**src/rtl/mdu_pkg.sv**
```systemverilog
// mdu_pkg: op encodings, FSM state encodings and flag bit indices for mdu_iter
package mdu_pkg;
  localparam logic [2:0] OP_MUL   = 3'b000;
  localparam logic [2:0] OP_UMULL = 3'b001;
  localparam logic [2:0] OP_SMULL = 3'b010;
  localparam logic [2:0] OP_MLA   = 3'b011;
  localparam logic [2:0] OP_UDIV  = 3'b100;
  localparam logic [2:0] OP_SDIV  = 3'b101;
  localparam logic [1:0] S_IDLE = 2'd0;
  localparam logic [1:0] S_RUN  = 2'd1;
  localparam logic [1:0] S_FIX  = 2'd2;
  localparam logic [1:0] S_DONE = 2'd3;
  localparam int F_N = 3;
  localparam int F_Z = 2;
  localparam int F_C = 1;
  localparam int F_V = 0;
endpackage

```
**src/rtl/mdu_negate.sv**
```systemverilog
// mdu_negate: conditional two's-complement of a WIDTH-bit value
module mdu_negate #(
  parameter int WIDTH = 32
) (
  input  logic [WIDTH-1:0] in,
  input  logic             neg,
  output logic [WIDTH-1:0] out
);
  assign out = neg ? -in : in;
endmodule

```
**src/rtl/mdu_iter.sv**
```systemverilog
// mdu_iter: iterative shift-add multiply / restoring divide unit with start/done handshake
// Optional: define MDU_EARLY_OUT_EN to let multiplies leave RUN once the multiplier is exhausted
module mdu_iter
  import mdu_pkg::*;
#(
  parameter int WIDTH = 32
) (
  input  logic             clk,
  input  logic             reset,
  input  logic             start,
  input  logic [2:0]       op,
  input  logic [WIDTH-1:0] a,
  input  logic [WIDTH-1:0] b,
  input  logic [WIDTH-1:0] c,
  output logic             busy,
  output logic             done,
  output logic [WIDTH-1:0] result_lo,
  output logic [WIDTH-1:0] result_hi,
  output logic [3:0]       mdu_flags,
  output logic             div_zero
);
  localparam int CNT_W = $clog2(WIDTH + 1);
  localparam int W2 = 2 * WIDTH;
  logic [1:0]       r_state;
  logic [2:0]       r_op;
  logic [W2-1:0]    r_acc, r_sh;
  logic [WIDTH-1:0] r_mplr, r_lo, r_hi;
  logic [CNT_W-1:0] r_cnt;
  logic             r_neg_q, r_neg_r, r_done, r_dz;
  logic [3:0]       r_fl, r_flags;
  logic [2:0]       w_op;
  logic             w_sgn, w_div, w_dz, w_skip, w_last, w_ge, w_long, w_r_div;
  logic [WIDTH-1:0] w_abs_a, w_abs_b, w_rem_sub, w_rem;
  logic [WIDTH:0]   w_rem_sh;
  logic [W2-1:0]    w_div_nx, w_mul_nx, w_fix_in, w_fix, w_res;
  logic [3:0]       w_fl;
  assign w_op  = (op[2:1] == 2'b11) ? OP_MUL : op;
  assign w_sgn = (w_op == OP_SMULL) || (w_op == OP_SDIV);
  assign w_div = w_op[2];
  assign w_dz  = w_div && (b == '0);
  mdu_negate #(.WIDTH(WIDTH)) u_abs_a (.in(a), .neg(w_sgn & a[WIDTH-1]), .out(w_abs_a));
  mdu_negate #(.WIDTH(WIDTH)) u_abs_b (.in(b), .neg(w_sgn & b[WIDTH-1]), .out(w_abs_b));
  assign w_r_div  = r_op[2];
  // Divide step: r_acc = {remainder, dividend/quotient}, shifted left one bit per cycle
  assign w_rem_sh  = {r_acc[W2-1:WIDTH], r_acc[WIDTH-1]};
  assign w_ge      = w_rem_sh >= {1'b0, r_sh[WIDTH-1:0]};
  assign w_rem_sub = w_rem_sh[WIDTH-1:0] - r_sh[WIDTH-1:0];
  assign w_div_nx  = {w_ge ? w_rem_sub : w_rem_sh[WIDTH-1:0], r_acc[WIDTH-2:0], w_ge};
  // Multiply step: multiplicand shifts left in r_sh, so the accumulator never needs realigning
  assign w_mul_nx  = r_acc + (r_mplr[0] ? r_sh : '0);
`ifdef MDU_EARLY_OUT_EN
  assign w_skip = (b == '0);
  assign w_last = (r_cnt == CNT_W'(1)) || (!w_r_div && (r_mplr[WIDTH-1:1] == '0));
`else
  assign w_skip = w_dz;
  assign w_last = (r_cnt == CNT_W'(1));
`endif
  assign w_fix_in = w_r_div ? {{WIDTH{1'b0}}, r_acc[WIDTH-1:0]} : r_acc;
  mdu_negate #(.WIDTH(W2))    u_fix (.in(w_fix_in), .neg(r_neg_q), .out(w_fix));
  mdu_negate #(.WIDTH(WIDTH)) u_rem (.in(r_acc[W2-1:WIDTH]), .neg(r_neg_r), .out(w_rem));
  assign w_res  = r_dz ? r_acc : w_r_div ? {w_rem, w_fix[WIDTH-1:0]} : w_fix;
  assign w_long = (r_op == OP_UMULL) || (r_op == OP_SMULL);
  always_comb begin
    w_fl = '0;
    w_fl[F_N] = w_long ? w_res[W2-1] : w_res[WIDTH-1];
    w_fl[F_Z] = w_long ? (w_res == '0) : (w_res[WIDTH-1:0] == '0);
    w_fl[F_C] = !w_r_div && !w_long && (w_res[W2-1:WIDTH] != '0);
    w_fl[F_V] = (r_op == OP_SDIV) && !r_dz && !r_neg_q &&
                (r_acc[WIDTH-1:0] == {1'b1, {(WIDTH-1){1'b0}}});
  end
  always_ff @(posedge clk) begin
    if (!reset) begin
      r_state <= S_IDLE;
      r_done  <= 1'b0;
      r_lo    <= '0;
      r_hi    <= '0;
      r_flags <= '0;
      r_dz    <= 1'b0;
    end else begin
      r_done <= 1'b0;
      case (r_state)
        S_IDLE: if (start) begin
          r_op    <= w_op;
          r_acc   <= w_dz ? {a, {WIDTH{1'b0}}} : w_div ? {{WIDTH{1'b0}}, w_abs_a} :
                     (w_op == OP_MLA) ? {{WIDTH{1'b0}}, c} : '0;
          r_sh    <= {{WIDTH{1'b0}}, w_div ? w_abs_b : w_abs_a};
          r_mplr  <= w_abs_b;
          r_cnt   <= CNT_W'(WIDTH);
          r_neg_q <= w_sgn & (a[WIDTH-1] ^ b[WIDTH-1]);
          r_neg_r <= w_sgn & a[WIDTH-1];
          r_dz    <= w_dz;
          r_state <= w_skip ? S_FIX : S_RUN;
        end
        S_RUN: begin
          r_acc   <= w_r_div ? w_div_nx : w_mul_nx;
          r_sh    <= w_r_div ? r_sh : {r_sh[W2-2:0], 1'b0};
          r_mplr  <= r_mplr >> 1;
          r_cnt   <= r_cnt - CNT_W'(1);
          r_state <= w_last ? S_FIX : S_RUN;
        end
        S_FIX: begin
          r_acc   <= w_res;
          r_fl    <= w_fl;
          r_state <= S_DONE;
        end
        default: begin
          r_lo    <= r_acc[WIDTH-1:0];
          r_hi    <= r_acc[W2-1:WIDTH];
          r_flags <= r_fl;
          r_done  <= 1'b1;
          r_state <= S_IDLE;
        end
      endcase
    end
  end
  assign busy      = (r_state == S_RUN) || (r_state == S_FIX);
  assign done      = r_done;
  assign result_lo = r_lo;
  assign result_hi = r_hi;
  assign mdu_flags = r_flags;
  assign div_zero  = r_dz;
endmodule

```
**config.mk**
```make
export PLATFORM = sky130hd
export DESIGN_NAME = mdu_iter
export DESIGN_NICKNAME = d
export VERILOG_FILES = /design/src/rtl/mdu_pkg.sv /design/src/rtl/mdu_negate.sv /design/src/rtl/mdu_iter.sv
export SDC_FILE = /design/constraint.sdc
export NUM_CORES = 1
export LEC_CHECK = 0
export CAP_MARGIN = 20
export CORE_AREA = 2 2 251 253
export CTS_CLUSTER_SIZE = 10
export DETAILED_ROUTE_END_ITERATION = 8
export DIE_AREA = 0 0 253 255
export PLACE_DENSITY = 0.51
export SLEW_MARGIN = 40
export SYNTH_ARGS = -nofsm -noshare
export SYNTH_HDL_FRONTEND = slang
export SYNTH_SLANG_ARGS = --single-unit
```
**constraint.sdc**
```tcl
create_clock -name clk -period 5.2 [get_ports clk]
set_input_delay 0.52 -clock clk [delete_from_list [all_inputs] [get_ports clk]]
set_output_delay 0.52 -clock clk [all_outputs]
set_load 0.05 [all_outputs]
```
==> results.py, run 1 <==
metrics = {
    "sta": {
        "slew_headroom": 0.4439,
        "clock_skew_ns": 0.03199,
        "worst_slew_pin_slew_ns": 0.8267,
        "finalCritPeriodShare": 0.8895,
        "setup-tns-final_ns": 0,
        "setup-violations-final": 0,
        "setup_ws_ns": 0.5744,
        "whs_ns": 0.2569,
        "drv_slew": 0,
        "rsz0062_at_grt": "false",
        "max_freq_ghz": 0.2162,
        "finalHoldViolCount": 0,
        "layout_min_cycle_time_ns": 4.626,
    },
    "clock_tree": {
        "postCtsHoldBufs": 0,
        "cts_resized": 0,
        "path_clk_slew_ns": 0.06,
        "cts_made_buffers": 31,
        "clock-sinks": 247,
        "clockRootBuffer": "clkbuf_16",
        "insertion_delay_ns": 0.63,
        "cts_tree": "yes",
        "htree_levels": 1,
        "postCtsSetupBuffers": 0,
        "max-clock-path-buffers": 3,
    },
    "critical_path": {
        "critical_path_class": "reg2reg",
        "worst_ep_arrival_time_ns": 4.99,
        "crit_fanout": 11,
        "cp-startpoint": "r_acc[41]",
        "critPathRequiredTime_ns": 5.56,
        "r2r-start": "r_acc[41]",
        "cp-end-kind": "register",
        "worstSetupStartpointType": "register",
    },
    "yosys": {
        "yosysUniqueCellTypes": 88,
        "ys_ff_latch": 247,
        "postSynthCellCount": 2551,
        "syn_area_per_cell_um2": 8.376,
        "synth_area_um2": 21370,
        "syn_nets": 2761,
        "seq_area_frac_synth": 0.3134,
        "ys_async_sr_fraction": 0,
        "synth_edf_count": 175,
        "ys.flop_type": "edfxtp_1",
        "synth_warnings": 0,
    },
    "finish": {
        "drive_above_1_share": 0.07875,
        "seqCellArea_um2": 6696,
        "areaGrowthSynthToFinish_pct": 17.09,
        "utilization": 0.4025,
        "fill_cells": 6295,
        "fin_nets": 2879,
        "final_cell_mix": "nand2_1, o21ai_0, nor2_1, a21oi_1, edfxtp_1",
        "n_antenna_cell": 0,
        "multi_input_area_um2": 13790,
        "final_common_cell": "nand2_1",
    },
    "power_and_ir_drop": {
        "p_clk_frac": 0.328,
        "comb_power_share": 0.301,
        "power.share.sequential": 0.370,
        "peakVddDrop_mv": 0.2569,
        "power_uw": 6468,
        "internal_power_uw": 4133,
        "p_leak_uw": 0.009028,
        "p_per_area_nw_per_um2": 258.5,
        "p_sw_frac": 0.3609,
        "netSwitchingPower_uw": 2334,
    },
    "floorplanning": {
        "rows": 92,
        "start_util": 0.3438,
        "die_area_um2": 64520,
        "die_h_um": 255,
        "pin_count": 173,
        "core_um2": 62160,
        "fp.dieW_um": 253,
    },
    "global_routing": {
        "grt_pass1_wl_um": 135600,
        "grt_most_used_layer": "met1",
        "grt_max_degree": 71,
        "antenna_found_initial": 1,
        "gr-usage-all-layers": 0.2867,
        "met3_usage": 0.04871,
        "met1_usage": 0.4169,
        "grt_pass1_vias": 19550,
        "grt_overflow": 0,
        "met2_usage": 0.4164,
    },
    "drt": {
        "routed_wl_um": 95550,
        "dr.pass1.iters": 7,
        "wl_per_cell_um": 27.37,
        "drcViolationCount": 0,
        "viasPerCell": 6.021,
        "ant_nets": 0,
        "drtIter0Drc": 2576,
        "vias": 21018,
    },
    "hold_path": {
        "hp-start": "reset",
        "worstHoldPathType": "in2reg",
    },
    "place": {
        "dpl.hpwl_um": 76850,
        "routabilityCongestion": 1.028,
        "preCtsSetupSlack_ns": 0.6824,
        "portBuffers": 172,
    },
    "run": {
        "cap_violations": 0,
    },
    "status": {
        "outcome": "finished, final reports clean",
    },
}
## power by group through the flow
stage | clock network, µW | logic (µW) | registers (µW)
6_report | 2120 | 1950 | 2390
5_1_grt | 2230 | 2080 | 2400
4_1_cts | 2170 | 1890 | 2390
3_5_place_dp | 0 | 1880 | 2430
3_3_place_gp | 0 | 1890 | 2430
2_1_floorplan | 0 | 1190 | 2340
## path summary, 6_finish.rpt
check	endpoint	slack, ns	cells after the start
min reg2reg	result_lo[30]	0.51	2
max reg2reg	r_acc[41]	0.57	12
min	r_state[1]	0.26	2
max	r_acc[41]	0.57	12
## layout make-up
type	count	share of cell area
multi-input combinational	2058	0.5511
sequential	247	0.2676
timing repair buffer	241	0.08931
tap	799	0.03996
clock buffer	51	0.03681
inverter	90	0.01350
clock inverter	5	0.001650
## state kept, by name (all words and copies together) (netlist names)
register   flops
r_mplr        32
mdu_flags      4
r_sh          64
r_neg_q        1
div_zero       1
result_hi     32
r_acc         64
result_lo     32
r_fl           4
r_cnt          6
r_op           3
r_neg_r        1
done           1
r_state        2
## synth_stat cells (21+ instances only)
library cell	n	area (µm²)
nand4_1	29	181.4
dfxtp_1	72	1441
edfxtp_1	175	5255
clkbuf_1	121	454.2
mux2_2	43	484.2
a21oi_1	183	915.9
o22ai_1	21	131.4
inv_1	88	330.3
nand2_1	239	897.1
a21o_1	39	292.8
and2_1	111	694.4
o31ai_1	27	202.7
xor2_1	91	797.0
nor2_1	199	747.0
a31oi_1	26	162.7
xnor2_1	108	945.9
o21ai_0	206	1031
mux2i_1	90	900.9
a22oi_1	34	255.2
nand3_1	29	145.1
nor3_1	53	265.3
nor4_1	32	200.2
ha_1	106	1326
nor2b_1	78	488.0
## metal layers
metal,routed length [µm],part of all wire,vias up
met5,8,0.000084,-
met3,8537,0.089,164
met2,39410,0.41,1015
met4,4369,0.046,2
met1,43220,0.45,10227
li1,-,-,9610
## cell families (layout without fill, tap and decap cells)
logic type | count (synthesis) | in the layout | synth area share
AND/OR/NAND/NOR | 879 | 879 | 0.2094
AO/OA/AOI/OAI | 739 | 739 | 0.2222
flip-flops | 247 | 247 | 0.3134
buffers and inverters | 246 | 387 | 0.04474
XOR/XNOR | 199 | 199 | 0.08157
multiplexers | 133 | 133 | 0.06482
adder cells (fa/ha/maj) | 108 | 108 | 0.06394
## critical path, stage by stage, from the launching register on
cell,delay [ns]
edfxtp_1,0.79
ha_1,0.40
a21o_1,0.22
a221oi_1,0.41
a21boi_0,0.55
a2111oi_0,0.22
nor3_1,0.28
buf_4,0.18
o21ai_4,0.16
mux2_2,0.33
a222oi_1,0.46
o31ai_1,0.14
a31o_2,0.23
## per-stage QoR
stage,instance area [µm²],cells
floorplan,21370,2551
CTS,25010,3491
global placement,24040,3435
global route,25020,3491
detailed placement,24050,3435
finish,25020,3491
Power figures use the tool's default switching activity.
==> inputs of run 2 (changes only) <==
ABC_AREA = 1   (was unset)
CORE_AREA = 2 2 264 266   (was 2 2 251 253)
DIE_AREA = 0 0 266 268   (was 0 0 253 255)
==> run 2 against run 1 <==
Synthesized area up 11%. Highest routed layer unchanged. Via count up 25%. Global-route usage up 2.9 points. Cell count up 37%. Total power up 20%. Non-clock buffer count down 44. First-iteration DRC count up 39%. Critical endpoint is now r_acc[48]. Combinational power up 41%. Worst hold slack better by 0.21 ns. Maximum frequency up 14%. Clock skew down 0.0088 ns. Register-to-register slack better by 0.58 ns.
==> results.py, run 2 <==
metrics = {
    "power_and_ir_drop": {
        "peakVddDrop_mv": 0.2265,
        "p_per_area_nw_per_um2": 282.6,
        "p_leak_uw": 0.01252,
    },
    "yosys": {
        "synth_compound_area_frac": 0.1899,
        "synth_warnings": 0,
        "seq_area_frac_synth": 0.2823,
        "synth_edf_count": 175,
        "postSynthCellCount": 3761,
        "synth_area_um2": 23720,
        "ys_ff_latch": 247,
        "yosysTopAreaCellShare": 0.2215,
        "synth_area_leader_cell": "edfxtp_1",
        "syn_nets": 3971,
        "yosys.area_share.simple": 0.3211,
        "ys_async_sr_fraction": 0,
        "post-synth-top-count-cell": "nand2_1",
        "synth.area.top_cells": "edfxtp_1, nand2_1, inv_1",
        "synth_fa_ha_area_frac": 0.05759,
        "synthXorXnorAreaFrac": 0.04283,
        "synth_top_family_by_area": "simple AND/OR/NAND/NOR gates",
        "ys.flop_type": "edfxtp_1",
        "netlist_top_cells_count": "nand2_1, inv_1, nor2_1",
        "syn_area_per_cell_um2": 6.308,
        "yosysUniqueCellTypes": 61,
        "synthMuxAreaShare": 0.0004219,
    },
    "drt": {
        "ant_nets": 0,
        "dr.pass1.iters": 6,
        "wl_per_cell_um": 24.08,
        "drcViolationCount": 0,
        "routed_wl_um": 115200,
        "drtIter0Drc": 3581,
        "viasPerCell": 5.505,
        "vias": 26337,
    },
    "floorplanning": {
        "fp.dieW_um": 266,
        "die_area_um2": 71290,
        "start_util": 0.3477,
        "rows": 96,
        "die_h_um": 268,
        "pin_count": 173,
        "core_um2": 68230,
    },
    "critical_path": {
        "worstSetupStartpointType": "register",
        "critical_path_class": "reg2reg",
        "critPathRequiredTime_ns": 5.53,
        "r2r-start": "r_mplr[0]",
        "crit_fanout": 43,
        "regToRegSetupSlack_ns": 1.15,
        "cp-end-kind": "register",
        "cp-startpoint": "r_mplr[0]",
        "worst_ep_arrival_time_ns": 4.37,
    },
    "clock_tree": {
        "path_clk_slew_ns": 0.06,
        "insertion_delay_ns": 0.58,
        "cts_tree": "yes",
        "postCtsSetupBuffers": 0,
        "clockRootBuffer": "clkbuf_16",
        "postCtsHoldBufs": 0,
        "clock-sinks": 247,
        "cts_made_buffers": 36,
        "cts_resized": 0,
        "max-clock-path-buffers": 3,
        "htree_levels": 2,
    },
    "hold_path": {
        "hp-start": "r_fl[2]",
        "worstHoldPathType": "reg2reg",
    },
    "sta": {
        "setup-violations-final": 0,
        "drv_slew": 0,
        "slew_headroom": 0.4644,
        "finalCritPeriodShare": 0.7782,
        "worst_slew_pin_slew_ns": 0.8034,
        "max_freq_ghz": 0.2471,
        "layout_min_cycle_time_ns": 4.047,
        "setup-tns-final_ns": 0,
        "finalHoldViolCount": 0,
        "rsz0062_at_grt": "false",
        "clock_skew_ns": 0.02321,
        "setup_ws_ns": 1.153,
    },
    "global_routing": {
        "grt_pass1_wl_um": 166000,
        "grt_overflow": 0,
        "grt_pass1_vias": 24880,
        "gr-usage-all-layers": 0.3160,
        "grt_max_degree": 74,
        "antenna_found_initial": 3,
    },
    "status": {
        "outcome": "finished, final reports clean",
    },
    "finish": {
        "utilization": 0.4031,
        "areaGrowthSynthToFinish_pct": 15.92,
        "n_antenna_cell": 0,
        "drive_above_1_share": 0.04536,
        "final_cell_mix": "nand2_1, inv_1, nor2_1, o21ai_0, a21oi_1",
        "fin_nets": 4085,
        "final_common_cell": "nand2_1",
        "design_area_um2": 27500,
        "reg.largest.list": "r_acc x64, r_sh x64",
    },
    "place": {
        "routabilityCongestion": 1.001,
        "dpl.hpwl_um": 93660,
        "portBuffers": 172,
        "place_area_um2": 26330,
        "preCtsSetupSlack_ns": 1.308,
    },
    "run": {
        "cap_violations": 0,
    },
}
run 2: changes by cell type after synthesis, sizes merged, moves of 26 or more:
cell    change
a21o       -26
a21oi      +85
and2      -110
clkbuf     -36
inv       +442
mux2       -43
mux2i      -89
nand2     +716
nand3     +234
nor2      +275
nor2b      -78
nor4       -30
o21ai     +205
xnor2      -82
run 2: final cells by class:
cell class / count / area, µm²
Timing Repair Buffer: 197 / 1946
Fill cell: 7519 / 40730
Sequential cell: 247 / 6696
Tap cell: 882 / 1104
Inverter: 533 / 2004
Clock buffer: 53 / 1045
Multi-Input combinational cell: 2860 / 14580
Clock inverter: 12 / 127.6
run 2: path summary, 6_finish.rpt:
kind,end,cells past startpoint
worst max register to register,r_acc[48],20
worst min register to register,mdu_flags[2],2
worst max-delay path,r_acc[48],20
worst min-delay path,mdu_flags[2],2
run 2: cell families (layout without fill, tap and decap cells):
group                    after synthesis  after routing
AND/OR/NAND/NOR                     1810           1810
AO/OA/AOI/OAI                        825            825
buffers and inverters                654            795
flip-flops                           247            247
XOR/XNOR                             116            116
adder cells (fa/ha/maj)              108            108
multiplexers                           1              1
run 2: power by group:
group	internal [µW]	leakage [µW]	switching [µW]
clock	1460	0.000577	1050
sequential	2300	0.00226	220
combinational	812	0.00968	1930
run 2: metrics by stage:
step	instances	hold slack, ns	power [µW]
after floorplan	3761	0.4475	4139
after global placement	4719	0.4554	5211
after detailed placement	4719	0.4566	5191
after CTS	4784	0.4729	7720
after global routing	4784	0.5106	8110
final	4784	0.4708	7771
run 2: worst max-delay path, cell delays in order (launching register included):
cell      delay (ns)
edfxtp_1        0.87
buf_12          0.31
nand2_1         0.08
inv_1           0.06
ha_1            0.20
fa_1            0.23
nand3_1         0.08
nand2_1         0.18
nand2_1         0.08
nand3_1         0.12
nand2_1         0.09
a21oi_1         0.37
nand2_1         0.12
nand2_1         0.17
nand2_1         0.12
nand3_1         0.09
nand3_1         0.22
o21ai_0         0.17
nor2_1          0.06
nor2_1          0.11
nor2_1          0.06
run 2: layer usage:
metal,part of all wire,vias to the layer above,track usage,wire (µm)
met5,0.000095,-,0,11
met1,0.45,12334,0.4577,52200
met3,0.096,151,0.05828,11060
met4,0.030,2,0.09247,3438
li1,-,12610,-,-
met2,0.42,1240,0.4759,48500
